File: config.mk
export PLATFORM = sky130hd
export DESIGN_NAME = mem_port_arbiter
export DESIGN_NICKNAME = d
export VERILOG_FILES = /design/src/rtl/mem_port_arbiter.sv
export SDC_FILE = /design/constraint.sdc
export NUM_CORES = 1
export LEC_CHECK = 0
export ABC_AREA = 1
export CORE_AREA = 2 2 635 637
export DETAILED_ROUTE_END_ITERATION = 10
export DIE_AREA = 0 0 637 639
export GPL_ROUTABILITY_DRIVEN = 1
export RECOVER_POWER = 50
export SLEW_MARGIN = 20
export SYNTH_ARGS = -nofsm -noshare
export SYNTH_HDL_FRONTEND = slang
export SYNTH_SLANG_ARGS = --single-unit
File: constraint.sdc
create_clock -name clk_i -period 2.5 [get_ports clk_i]
set_clock_uncertainty 0.1 [all_clocks]
set_input_delay 0.5 -clock clk_i [delete_from_list [all_inputs] [get_ports clk_i]]
set_output_delay 0.5 -clock clk_i [all_outputs]
set_load 0.02 [all_outputs]
File: src/rtl/mem_port_arbiter.sv
// Two-port round-robin arbiter for the shared data-memory line port.
// Holds a grant until the memory acks; a watchdog aborts grants that never complete.
module mem_port_arbiter #(
  parameter int unsigned DATA_W  = 256,
  parameter int unsigned ADDR_W  = 32,
  parameter int unsigned TIMEOUT = 1023
) (
  input  logic              clk_i,
  input  logic              rst_i,

  input  logic              p0_enable_i,
  input  logic              p0_write_i,
  input  logic [ADDR_W-1:0] p0_addr_i,
  input  logic [DATA_W-1:0] p0_data_i,
  output logic [DATA_W-1:0] p0_data_o,
  output logic              p0_ack_o,

  input  logic              p1_enable_i,
  input  logic              p1_write_i,
  input  logic [ADDR_W-1:0] p1_addr_i,
  input  logic [DATA_W-1:0] p1_data_i,
  output logic [DATA_W-1:0] p1_data_o,
  output logic              p1_ack_o,

  input  logic [DATA_W-1:0] mem_data_i,
  input  logic              mem_ack_i,
  output logic [DATA_W-1:0] mem_data_o,
  output logic [ADDR_W-1:0] mem_addr_o,
  output logic              mem_enable_o,
  output logic              mem_write_o,

  output logic [1:0]        grant_o,
  output logic              timeout_o
);

  localparam int unsigned WDOG_W = (TIMEOUT > 1) ? $clog2(TIMEOUT) : 1;
  localparam logic [WDOG_W-1:0] WDOG_LAST = WDOG_W'(TIMEOUT - 1);

  // One-hot grant encoding so the state doubles as grant_o.
  typedef enum logic [1:0] {
    ST_IDLE = 2'b00,
    ST_GNT0 = 2'b01,
    ST_GNT1 = 2'b10
  } state_e;

  state_e              state_q, state_d;
  logic                last_q, last_d;
  logic [WDOG_W-1:0]   wdog_q, wdog_d;
  logic                timeout_q, timeout_d;

  // State register
  always_ff @(posedge clk_i or negedge rst_i) begin
    if (!rst_i) begin
      state_q   <= ST_IDLE;
      last_q    <= 1'b0;
      wdog_q    <= '0;
      timeout_q <= 1'b0;
    end else begin
      state_q   <= state_d;
      last_q    <= last_d;
      wdog_q    <= wdog_d;
      timeout_q <= timeout_d;
    end
  end

  // Next-state: arbitration in IDLE, ack/watchdog exit from a grant
  always_comb begin
    state_d   = state_q;
    last_d    = last_q;
    wdog_d    = wdog_q;
    timeout_d = timeout_q;
    unique case (state_q)
      ST_IDLE: begin
        if (p0_enable_i && (!p1_enable_i || last_q)) begin
          state_d = ST_GNT0;
          last_d  = 1'b0;
          wdog_d  = '0;
        end else if (p1_enable_i) begin
          state_d = ST_GNT1;
          last_d  = 1'b1;
          wdog_d  = '0;
        end
      end
      ST_GNT0, ST_GNT1: begin
        if (mem_ack_i) begin
          state_d = ST_IDLE;
        end else if (wdog_q == WDOG_LAST) begin
          state_d   = ST_IDLE;
          timeout_d = 1'b1;
        end else begin
          wdog_d = wdog_q + WDOG_W'(1);
        end
      end
      default: state_d = ST_IDLE;
    endcase
  end

  // Outputs: memory side steered from the granted port, ack passed straight through
  always_comb begin
    grant_o      = state_q;
    mem_enable_o = 1'b0;
    mem_write_o  = 1'b0;
    mem_addr_o   = '0;
    mem_data_o   = '0;
    p0_ack_o     = 1'b0;
    p1_ack_o     = 1'b0;
    unique case (state_q)
      ST_GNT0: begin
        mem_enable_o = 1'b1;
        mem_write_o  = p0_write_i;
        mem_addr_o   = p0_addr_i;
        mem_data_o   = p0_data_i;
        p0_ack_o     = mem_ack_i;
      end
      ST_GNT1: begin
        mem_enable_o = 1'b1;
        mem_write_o  = p1_write_i;
        mem_addr_o   = p1_addr_i;
        mem_data_o   = p1_data_i;
        p1_ack_o     = mem_ack_i;
      end
      default: ;
    endcase
  end

  assign p0_data_o = mem_data_i;
  assign p1_data_o = mem_data_i;
  assign timeout_o = timeout_q;

endmodule

## Yosys cells after proc, flatten, opt, wreduce, memory -nomap -nowiden

Index checks and enable logic that the tools add are counted.

- Output and inout bits: 807
- Input bits: 839
- Register bits: 14
- Word-level logic and storage cells: 42

- Reductions and logical operators: 11
- Multiplexer cells: 18
- Bitwise gates (word level): 1
- Add/subtract/negate cells: 1
- Equality and inequality tests: 7

Operators by type and width:

| operator | count |
|---|---|
| one-hot mux 256 bit (2 select lines) | 1 |
| one-hot mux 32 bit (2 select lines) | 1 |
| 2-to-1 mux 10 bit | 4 |
| one-hot mux 10 bit (2 select lines) | 1 |
| adder 10 x 1 -> 10 bit, second input constant | 1 |
| == test 10 bit, second input constant | 1 |
| 2-to-1 mux 2 bit | 4 |
| 2-to-1 mux 1 bit | 5 |
| != test 2 bit, second input constant | 2 |
| one-hot mux 2 bit (2 select lines) | 1 |
| AND reduction 2 bit | 2 |
| AND reduction 4 bit | 1 |
| nonzero test 2 bit | 2 |
| != test 3 x 1 -> 1 bit, second input constant | 1 |
| != test 3 bit, second input constant | 1 |
| AND reduction 3 bit | 1 |
| == test 2 x 1 -> 1 bit, second input constant | 1 |
| == test 2 bit, second input constant | 1 |
| logical NOT 2 bit | 1 |
| one-hot mux 1 bit (2 select lines) | 1 |
| OR reduction 2 bit | 1 |
| logical AND 1 bit | 1 |
| logical NOT 1 bit | 1 |
| logical OR 1 bit | 1 |
| inverter 1 bit | 1 |

## Longest topological paths before layout

- Word-level depth: 5
- Mapped depth: 10
- Gate-level depth less buffers: 10

## Worst setup path before layout

OpenSTA, ideal clock, no wires.

- Kind: register -> output
- Start: register state_q[0], in the netlist grant_o[0]
- End: output mem_data_o[124]
- Data required time: 1.900 ns
- Cell stages (with the launch flop): 7
- Path slack: 0.041 ns
- Data arrival time: 1.859 ns
- Path buffers: 2
- Path through: dfrtp_1 inv_1 ha_1 inv_2 buf_2 buf_1 a21oi_1

- Cells in the longest elaborated chain, start to end: 2
- Elaborated cells on any way between the ends: 3
- Those cells by class: eq/ne (2); mux (1)

Ends and longest elaborated chain:

| item | line | RTL |
|---|---|---|
| start, declared | 46 | `state_e state_q, state_d;` |
| start signal, assigned | 59 | `state_q <= state_d;` |
| == test 2 bit / == test 2 x 1 -> 1 bit (equally long branches) | 107 | `unique case (state_q)` |
| one-hot mux 256 bit (2 select lines) * | 107 |  |
| end, declared | 27 | `output logic [DATA_W-1:0] mem_data_o,` |

Every way passes the cells marked *; elsewhere a longest branch is shown, timed or not.

## Worst setup path in the final report

- Start: register state_q[1], in the netlist grant_o[1]
- End: output mem_data_o[202]

Same word-level chain as after synthesis.

==> results.md <==
* Total gr overflow at 0
* Simple-gate share of the synthesized area at 28.9%
* Maximum VDD drop at 0.498 mV
* Yosys warns at 0
* Area Overhead vs Synth at 172%
* Clock-pin slew on the worst setup and hold paths at 0.05 ns
* Synth Register Bits at 14
* FMAX at 378 MHz
* Min Tclk post-route at 2.65 ns
* Final Net Count at 2871
* DRC violations left at 0
* Slew @ Worst Pin at 0.739 ns
* Worst slew margin at 50.6%
* Initial Util at 2.21%
* Largest family of logic cells by synthesized area: buffers and inverters
* Total of max-cap violations at 0
* Port bufs at 877
* Slack of the critical path at -0.147 ns
* TritonCTS clock tree: yes
* TritonRoute pass-1 iters at 7
* Commonest non-fill, non-tap cell in the layout: clkdlybuf4s50_1
* Synth unique cells at 22
* Commonest non-fill, non-tap cells in the layout: clkdlybuf4s50_1, nand2_1, a21oi_1
* Row Count at 233
* Leakage at 6.94 nW
* DR vias/cell at 2.16
* WHS Endpoint: timeout_o$_DFFE_PN0P_
* Worst Path Buf+Inv at 6
* Critical path's slowest cell: dfrtp_1
* DRT iter0 DRCs at 1603
* Worst reg2reg setup slack at 0.52 ns
* Core Area at 401000 um^2
* Adder-Cell Fraction of Synth Area at 0.706%
* Initial antenna violation count at 389
* Gr usage total at 17.2%
* HP Class: register to register
* Ports at 1646
* Via Count at 16000
* Worst hold margin at 0.405 ns
* Synth top area share at 44.2%
* Critical path class: register to output port
* Max clock buf depth at 2
* Data arrival time of the critical path at 2.05 ns
* Compound-Gate Fraction of Synth Area at 17.2%
* Worst EP required at 1.90 ns
* Worst Min Path Start: timeout_o$_DFFE_PN0P_
* Post-route antenna net violation count at 0
* Aggregate routed wire length at 371000 um
* Height of the chip at 639 um
* Status: finished, violations left
* H-tree depth at 1
* Setup TNS at -9.52 ns
* Final Hold Vio Count at 0
* Mapped cell area at 8860 um^2
* Largest fanout on the critical path at 10
* Avg Inst Size Synth at 5.47 um^2
* Cells after Synth at 1618
* Max stage delay on crit path at 0.38 ns
* Share of layout cells above drive strength 1 at 32.1%
* Setup Viol. Count Final at 178
* Multiplexer share of the synthesized area at 0%
* Fin crit share at 106%
* Syn nets at 2462
* Worst-Skew Late Latency at 0.25 ns
* Seq/Total Area, Yosys at 3.95%
* Hold depth at 1
* Reg2reg path depth at 10
* Crit-path leading delay family: buffers and inverters
* Worst setup SP type: register
* TritonCTS Buffers at 3
* Fin. max-slew vios at 0
* Area leader, netlist: buf_4
* Clock net sink count at 14
* Pin count of the biggest net entering global routing at 59
* Root buffer cell: clkbuf_16
* Ranking of synthesized cells by area: buf_4, nand2_1, a21oi_1, dfrtp_1, clkbuf_1
* Final HPWL DP at 346000 um
* RR Startpoint: grant_o[0]$_DFFE_PN0P_
* WL/cell at 50.0 um
* RSZ-0062 raised after global routing: true
* Post-Synth XOR/XNOR Area at 0%
* # hold bufs at CTS at 0
* Power per cell area at 806 nW/um^2
* Die Wd at 637 um
* Die area at 407000 um^2
* Gpl congestion at 1.08
* FF-to-FF End: wdog_q[6]$_DFFE_PN0P_
* Worst-path cell chain: inv_2 > buf_6 > ha_4 > buf_12 > buf_16 > buf_16 > nand2_1 > a21oi_4 > buf_12
* Vias in the first global route at 12800
* Violated checks: negative setup slack
* Crit end category: output port
* First-pass GRT wire length at 395000 um
## per-layer routing
metal / global-route usage [%] / part of all wire [%]
met5: 2.20 / 0.81
met4: 6.21 / 4.8
met3: 21.7 / 26
met2: 26.4 / 43
met1: 12.5 / 25
## registers in the layout, summed over array words and instances, names as in the netlist
signal / cells
wdog_q: 10
grant_o: 2
last_q: 1
timeout_o: 1
## kinds of logic after synthesis
logic type / after synthesis
flip-flops: 14
AND/OR/NAND/NOR: 666
AO/OA/AOI/OAI: 303
adder cells (fa/ha/maj): 5
buffers and inverters: 630
## worst max-delay path by stage
| stage | start | to | slack (ns) | cells after the start |
|---|---|---|---|---|
| 4_1_cts | grant_o[0]$_DFFE_PN0P_ | mem_data_o[27] | -0.17 | 7 |
| 6_report | grant_o[1]$_DFFE_PN0P_ | mem_data_o[202] | -0.15 | 9 |
| 2_1_floorplan | grant_o[0]$_DFFE_PN0P_ | mem_data_o[124] | 0.04 | 6 |
| 5_1_grt | grant_o[1]$_DFFE_PN0P_ | mem_data_o[255] | -0.20 | 9 |
| 3_3_place_gp | grant_o[0]$_DFFE_PN0P_ | mem_data_o[225] | -0.33 | 8 |
| 3_5_place_dp | grant_o[0]$_DFFE_PN0P_ | mem_data_o[225] | -0.40 | 8 |
## cell usage after synthesis
cell type  instances
buf_1              8
nand2_1          632
o21ai_2            1
nand2_4            1
and2_1             1
clkbuf_1          49
nand3_1           15
o21ai_0            5
buf_2             31
a21oi_1          295
nor2_1            11
inv_2              2
o21bai_1           1
buf_4            522
nand4_1            1
ha_1               5
nand2_8            1
nor2_2             2
a21o_1             1
nand2_2            2
dfrtp_1           14
inv_1             18
## layout make-up
type | instances | area (um^2)
antenna | 120 | 300
clock buffer | 3 | 75.1
fill | 47200 | 377000
inverter | 20 | 91.3
multi-input combinational | 974 | 5300
sequential | 14 | 350
tap | 5287 | 6620
timing repair buffer | 1013 | 11400
timing repair inverter | 1 | 16.3
## where the power goes
group	internal [W]	switching (W)	total, W
Sequential	0.000263	0.0000317	0.000295
Combinational	0.00753	0.0113	0.0188
Clock	0.000209	0.0000931	0.000303
## what timing repair did
action,4_1_cts,5_1_grt
gates resized for setup,513,444
gates cloned,9,16
endpoints found under the hold margin,0,0
pin swaps,19,75
setup endpoints to repair,280,277
setup buffers,13,24
## per-stage QoR
step	worst slack, ns	cells	power [W]	utilization [%]	area [um^2]
global placement	-0.327	7248	0.0158	5.39	21600
global route	-0.200	7375	0.0203	5.98	24000
detailed placement	-0.402	7248	0.0159	5.39	21600
floorplan	0.0412	1618	0.00698	-	8860
CTS	-0.173	7273	0.0175	5.62	22500
finish	-0.147	7432	0.0194	6.01	24100
Note: power is estimated with default switching activity, not from simulation.
